## config.mk

```make
export PLATFORM = sky130hd
export DESIGN_NAME = regfile_sb
export DESIGN_NICKNAME = d
export VERILOG_FILES = /design/src/rtl/regfile_pkg.sv /design/src/rtl/regfile_scoreboard.sv /design/src/rtl/regfile_sb.sv
export SDC_FILE = /design/constraint.sdc
export NUM_CORES = 1
export LEC_CHECK = 0
export CORE_ASPECT_RATIO = 0.5
export CORE_UTILIZATION = 65
export DETAILED_ROUTE_END_ITERATION = 16
export DONT_BUFFER_PORTS = 1
export PLACE_DENSITY_LB_ADDON = 0.2
export SLEW_MARGIN = 20
export SYNTH_ARGS = -nofsm -noshare
export SYNTH_HDL_FRONTEND = slang
export SYNTH_SLANG_ARGS = --single-unit
```

## constraint.sdc

```tcl
create_clock -name clk -period 4.5 [get_ports clk]
set_input_delay 0.9 -clock clk [delete_from_list [all_inputs] [get_ports clk]]
set_output_delay 0.9 -clock clk [all_outputs]
set_load 0.01 [all_outputs]
```

## src/rtl/regfile_pkg.sv

```systemverilog
// regfile_pkg: shared constants and types for the BRISC register file.
// Optional macro REGFILE_ZERO_REG_EN hardwires register 0 to zero.
package regfile_pkg;
  localparam int REGFILE_DATA_W = 16;
  localparam int REGFILE_ADDR_W = 4;
`ifdef REGFILE_ZERO_REG_EN
  localparam bit ZERO_REG_EN = 1'b1;
`else
  localparam bit ZERO_REG_EN = 1'b0;
`endif
  typedef logic [REGFILE_ADDR_W-1:0] reg_addr_t;
  typedef logic [REGFILE_DATA_W-1:0] reg_data_t;
  function automatic int num_regs(input int addr_w);
    return 2 ** addr_w;
  endfunction
endpackage

```

## src/rtl/regfile_scoreboard.sv

```systemverilog
// regfile_scoreboard: per-register busy bits, hazard outputs and busy population count.
// Honours REGFILE_ZERO_REG_EN through regfile_pkg::ZERO_REG_EN (busy[0] stays 0).
module regfile_scoreboard
  import regfile_pkg::*;
#(
  parameter int ADDR_W = REGFILE_ADDR_W
) (
  input  logic              clk,
  input  logic              rst,
  input  logic [ADDR_W-1:0] rega_addr_i,
  input  logic [ADDR_W-1:0] regb_addr_i,
  input  logic              write_enable_i,
  input  logic [ADDR_W-1:0] write_addr_i,
  input  logic              issue_valid_i,
  input  logic [ADDR_W-1:0] issue_addr_i,
  output logic              rega_busy_o,
  output logic              regb_busy_o,
  output logic              issue_ready_o,
  output logic [ADDR_W:0]   busy_count_o
);
  localparam int N = num_regs(ADDR_W);
  logic [N-1:0]  busy_q, busy_d;
  logic [ADDR_W:0] count_q, count_d;
  logic hit_a, hit_b, hit_i, issue_acc, inc, dec;
  always_comb begin
    hit_a = write_enable_i && (write_addr_i == rega_addr_i);
    hit_b = write_enable_i && (write_addr_i == regb_addr_i);
    hit_i = write_enable_i && (write_addr_i == issue_addr_i);
    rega_busy_o = busy_q[rega_addr_i] && !hit_a;
    regb_busy_o = busy_q[regb_addr_i] && !hit_b;
    issue_ready_o = !busy_q[issue_addr_i] || hit_i;
    issue_acc = issue_valid_i && issue_ready_o;
    inc = issue_acc && !busy_q[issue_addr_i] && !(ZERO_REG_EN && (issue_addr_i == '0));
    // a same-cycle re-issue keeps the register owned, so its writeback is not a release
    dec = write_enable_i && busy_q[write_addr_i] && !(issue_acc && (issue_addr_i == write_addr_i));
    busy_d = busy_q;
    if (write_enable_i) busy_d[write_addr_i] = 1'b0;
    if (issue_acc) busy_d[issue_addr_i] = 1'b1;
    if (ZERO_REG_EN) busy_d[0] = 1'b0;
    count_d = count_q + (ADDR_W+1)'(inc) - (ADDR_W+1)'(dec);
  end
  always_ff @(posedge clk) begin
    busy_q  <= rst ? '0 : busy_d;
    count_q <= rst ? '0 : count_d;
  end
  assign busy_count_o = count_q;
endmodule

```

## src/rtl/regfile_sb.sv

```systemverilog
// regfile_sb: 2R/1W register file with write-to-read bypass and busy scoreboard.
// With REGFILE_ZERO_REG_EN defined, register 0 reads as zero and ignores writes.
module regfile_sb
  import regfile_pkg::*;
#(
  parameter int DATA_W = REGFILE_DATA_W,
  parameter int ADDR_W = REGFILE_ADDR_W
) (
  input  logic              clk,
  input  logic              rst,
  input  logic [ADDR_W-1:0] rega_addr,
  input  logic [ADDR_W-1:0] regb_addr,
  output logic [DATA_W-1:0] rega_data,
  output logic [DATA_W-1:0] regb_data,
  output logic              rega_busy,
  output logic              regb_busy,
  input  logic              write_enable,
  input  logic [ADDR_W-1:0] write_addr,
  input  logic [DATA_W-1:0] write_data,
  input  logic              issue_valid,
  input  logic [ADDR_W-1:0] issue_addr,
  output logic              issue_ready,
  output logic [ADDR_W:0]   busy_count
);
  localparam int N = num_regs(ADDR_W);
  logic [DATA_W-1:0] mem_q [N];
  logic wr_ok;
  assign wr_ok = write_enable && !(ZERO_REG_EN && (write_addr == '0));
  always_ff @(posedge clk) begin
    if (rst) begin
      for (int i = 0; i < N; i++) mem_q[i] <= '0;
    end else if (wr_ok) begin
      mem_q[write_addr] <= write_data;
    end
  end
  always_comb begin
    rega_data = (ZERO_REG_EN && (rega_addr == '0)) ? '0 :
                (write_enable && (write_addr == rega_addr)) ? write_data : mem_q[rega_addr];
    regb_data = (ZERO_REG_EN && (regb_addr == '0)) ? '0 :
                (write_enable && (write_addr == regb_addr)) ? write_data : mem_q[regb_addr];
  end
  regfile_scoreboard #(.ADDR_W(ADDR_W)) u_sb (
    .clk            (clk),
    .rst            (rst),
    .rega_addr_i    (rega_addr),
    .regb_addr_i    (regb_addr),
    .write_enable_i (write_enable),
    .write_addr_i   (write_addr),
    .issue_valid_i  (issue_valid),
    .issue_addr_i   (issue_addr),
    .rega_busy_o    (rega_busy),
    .regb_busy_o    (regb_busy),
    .issue_ready_o  (issue_ready),
    .busy_count_o   (busy_count)
  );
endmodule

```

==> flow_metrics.env <==
export IMPL_cell_internal_pwr_mw=4.58
export IMPL_rr_endpoint="u_sb.busy_count_o[4]"
export IMPL_fin_crit_ps=3490
export IMPL_synthDistinctLibCells=38
export IMPL_max_stage_delay_ps=640
export IMPL_seq_area_frac_synth_pct=51.3
export IMPL_ys_ff_latch=277
export IMPL_critPathSlowestCell="nor3_4"
export IMPL_dp_cells=1273
export IMPL_dpl_hpwl_mm=24.9
export IMPL_power_frac_comb_pct=12.0
export IMPL_syn_cell_area_um2=15800
export IMPL_routed_wl_mm=42.0
export IMPL_cp_start_kind="input port"
export IMPL_place_congestion=0.927
export IMPL_power_mw=5.95
export IMPL_r2r_slack_ps=1380
export IMPL_rsz0062_at_grt="no"
export IMPL_die_x_um=223
export IMPL_post_cts_resized=0
export IMPL_cts_sinks=277
export IMPL_track_usage_pct=34.7
export IMPL_path_cells="xnor2_1, nand3_1, nor3_4, buf_4, mux2_2"
export IMPL_drive_above_1_share_pct=24.6
export IMPL_rows=39
export IMPL_wl_per_cell_um=31.8
export IMPL_cts_root_buf="clkbuf_16"
export IMPL_path_clk_slew_ps=70
export IMPL_critPathRequiredTime_ps=3600
export IMPL_numCtsBuffers=25
export IMPL_r2r_start="u_sb.busy_q[11]"
export IMPL_finalCritPeriodShare_pct=77.5
export IMPL_power_leakage_nw=5.84
export IMPL_crit_arrival_ps=2590
export IMPL_cts_hold_buffers=0
export IMPL_viasPerCell=7.26
export IMPL_holdPathEnd="u_sb.busy_count_o[1]"
export IMPL_finClkSkew_ps=12.5
export IMPL_setup_viol=0
export IMPL_crit_type="in2out"
export IMPL_drv_slew=0
export IMPL_drt_pass1_iterations=5
export IMPL_coreArea_um2=23300
export IMPL_clk_latency_ps=530
export IMPL_hold_class="in2reg"
export IMPL_ff2ff_path_depth=11
export IMPL_vdd_ir_drop_max_mv=0.171
export IMPL_hold_ws_ps=444
export IMPL_syn_nets=1086
export IMPL_grt_pass1_vias=9779
export IMPL_portBuffers=0
export IMPL_synthesis_instances=1044
export IMPL_stdcell_count=1318
export IMPL_fill_cells=1455
export IMPL_cts_setup_buffers=0
export IMPL_p_per_area_nw_per_um2=357
export IMPL_swShare_pct=23.2
export IMPL_ios=76
export IMPL_power_frac_seq_pct=51.4
export IMPL_power_switching_mw=1.38
export IMPL_avgSynthCellArea_um2=15.1
export IMPL_grt_max_degree=70
export IMPL_h_tree_depth=1
export IMPL_antenna_diode_count=0
export IMPL_min_path_cells=1
export IMPL_start_util_pct=67.8
export IMPL_yosys_warnings=0
export IMPL_tritoncts="yes"
export IMPL_worstMarginPinSlew_ps=1220
export IMPL_hp_start="rst"
export IMPL_antenna_found_initial=0
export IMPL_drt_iter0_drc=1164
export IMPL_die_area_um2=25000
export IMPL_path_max_fanout=68
export IMPL_cp_end_kind="output port"
export IMPL_grt_pass1_wl_mm=62.5
export IMPL_status="completed"
export IMPL_fin_tns_setup_ps=0
export IMPL_syn_to_final_growth_pct=5.40
export IMPL_hold_viol_final=0
export IMPL_final_util_pct=71.5
export IMPL_vias=9575
export IMPL_antenna_left=0
export IMPL_p_clk_share_pct=36.6
export IMPL_grt_overflow=0
export IMPL_clock_fmax_ghz=0.287
export IMPL_post_route_drc_count=0
export IMPL_fin_nets=1035
export IMPL_slew_headroom_pct=18.3
export IMPL_die_y_um=112
export IMPL_clockBufferDepth=3
export IMPL_max_cap_violations=0
-- sequential cells by signal (all words and copies together), names as in the netlist --
register,flops
mem_q,256
u_sb.busy_q,16
u_sb.busy_count_o,5
-- worst max-delay path, delay by kind of cell --
| kind | cells | cell delay, ps |
|---|---|---|
| XOR/XNOR | 1 | 140 |
| multiplexers | 1 | 400 |
| AND/OR/NAND/NOR | 2 | 780 |
| buffers and inverters | 1 | 340 |
-- cell usage in the layout (no fill, tap or decap), types with 2 or more instances in the layout --
cell type and instances:
and2_1 256, edfxtp_1 256, mux4_2 146, mux2i_1 98, mux2_2 32, clkbuf_16 29
inv_1 23, dfxtp_1 21, o32ai_1 16, a21o_1 12, nor2_1 11, buf_4 11
xor2_1 8, nand2_1 8, xnor2_1 8, nor2_2 8, nor2b_1 7, clkbuf_1 6
ha_1 5, nand3_1 4, a31o_2 4, a211oi_1 4, a21boi_0 4, clkinv_1 4
nor3_4 3, nand3b_1 3, nor3_2 3, nand2b_1 2, a21o_2 2, or3b_2 2
a21oi_1 2, clkinv_2 2
-- layout make-up --
| cell class | instances | area, um2 | share of cell area [%] |
|---|---|---|---|
| inverters | 23 | 86.3 | 0.518 |
| flip-flops and latches | 277 | 8110 | 48.6 |
| well taps | 307 | 384 | 2.30 |
| repair buffers | 11 | 82.6 | 0.495 |
| clock inverters | 10 | 77.6 | 0.465 |
| multi-input cells | 655 | 7180 | 43.1 |
| clock buffers | 35 | 748 | 4.49 |
-- cells in the mapped netlist --
cell type | number | area share [%]
and2_1 | 256 | 10
nand3b_1 | 3 | 0.14
a21oi_1 | 2 | 0.063
nand2_1 | 8 | 0.19
and2b_2 | 1 | 0.055
mux2_2 | 32 | 2.3
or3_1 | 1 | 0.040
a31o_2 | 4 | 0.22
edfxtp_1 | 256 | 49
nor4_4 | 1 | 0.13
mux2i_1 | 98 | 6.2
nand2b_1 | 2 | 0.079
buf_12 | 4 | 0.51
buf_1 | 8 | 0.19
inv_1 | 23 | 0.55
a211oi_1 | 4 | 0.19
nor3_2 | 3 | 0.19
buf_6 | 6 | 0.43
or3b_2 | 2 | 0.11
xor2_1 | 8 | 0.44
a21boi_0 | 4 | 0.19
ha_1 | 5 | 0.40
clkbuf_1 | 45 | 1.1
and3_1 | 1 | 0.040
nor2b_1 | 7 | 0.28
clkbuf_2 | 1 | 0.032
nor2_2 | 1 | 0.040
nor2_1 | 19 | 0.45
xnor2_1 | 8 | 0.44
nor3_4 | 2 | 0.21
fa_1 | 1 | 0.13
nor3_1 | 2 | 0.063
buf_2 | 25 | 0.79
a21o_1 | 14 | 0.66
dfxtp_1 | 21 | 2.7
mux4_2 | 146 | 21
o32ai_1 | 16 | 0.89
nand3_1 | 4 | 0.13
-- power groups by stage --
stage          sequential (mW)  clock, mW  combinational [mW]
3_5_place_dp              3.12          0               0.705
2_1_floorplan             3.08          0               0.663
5_1_grt                   3.08       2.26               0.750
4_1_cts                   3.06       2.18               0.712
3_3_place_gp              3.09          0               0.696
6_report                  3.06       2.18               0.713
-- through the flow --
step           area (um2)  worst slack, ps
3_3_place_gp        15800              850
2_1_floorplan       15800              698
3_5_place_dp        15800              834
4_1_cts             16700             1070
6_report            16700             1010
5_1_grt             16700              955
-- cells by family after synthesis --
kind of cell / after synthesis / synth area share [%]
AOI/OAI and AO/OA: 44 / 2.22
xor gates and xnor gates: 16 / 0.886
adders and majority gates: 6 / 0.522
buffers and inverters: 112 / 3.56
DFF: 277 / 51.3
muxes: 276 / 29.3
and+or+nand+nor: 313 / 12.3
-- routing by layer --
metal  track usage, %  routed length, um
met3             8.59               5290
met1             47.0              15300
met5                0                  0
met2             56.3              20200
met4             10.5               1140
-- worst max-delay path by stage --
stage,endpoint,slack [ps],start
floorplan,u_sb.busy_count_o[4],700,write_addr[1]
global placement,u_sb.busy_count_o[4],850,write_addr[0]
detailed placement,u_sb.busy_count_o[4],830,write_addr[0]
CTS,rega_data[7],1070,write_addr[0]
global route,rega_data[10],960,write_addr[3]
finish,regb_data[14],1010,regb_addr[3]
Power figures use the tool's default switching activity.
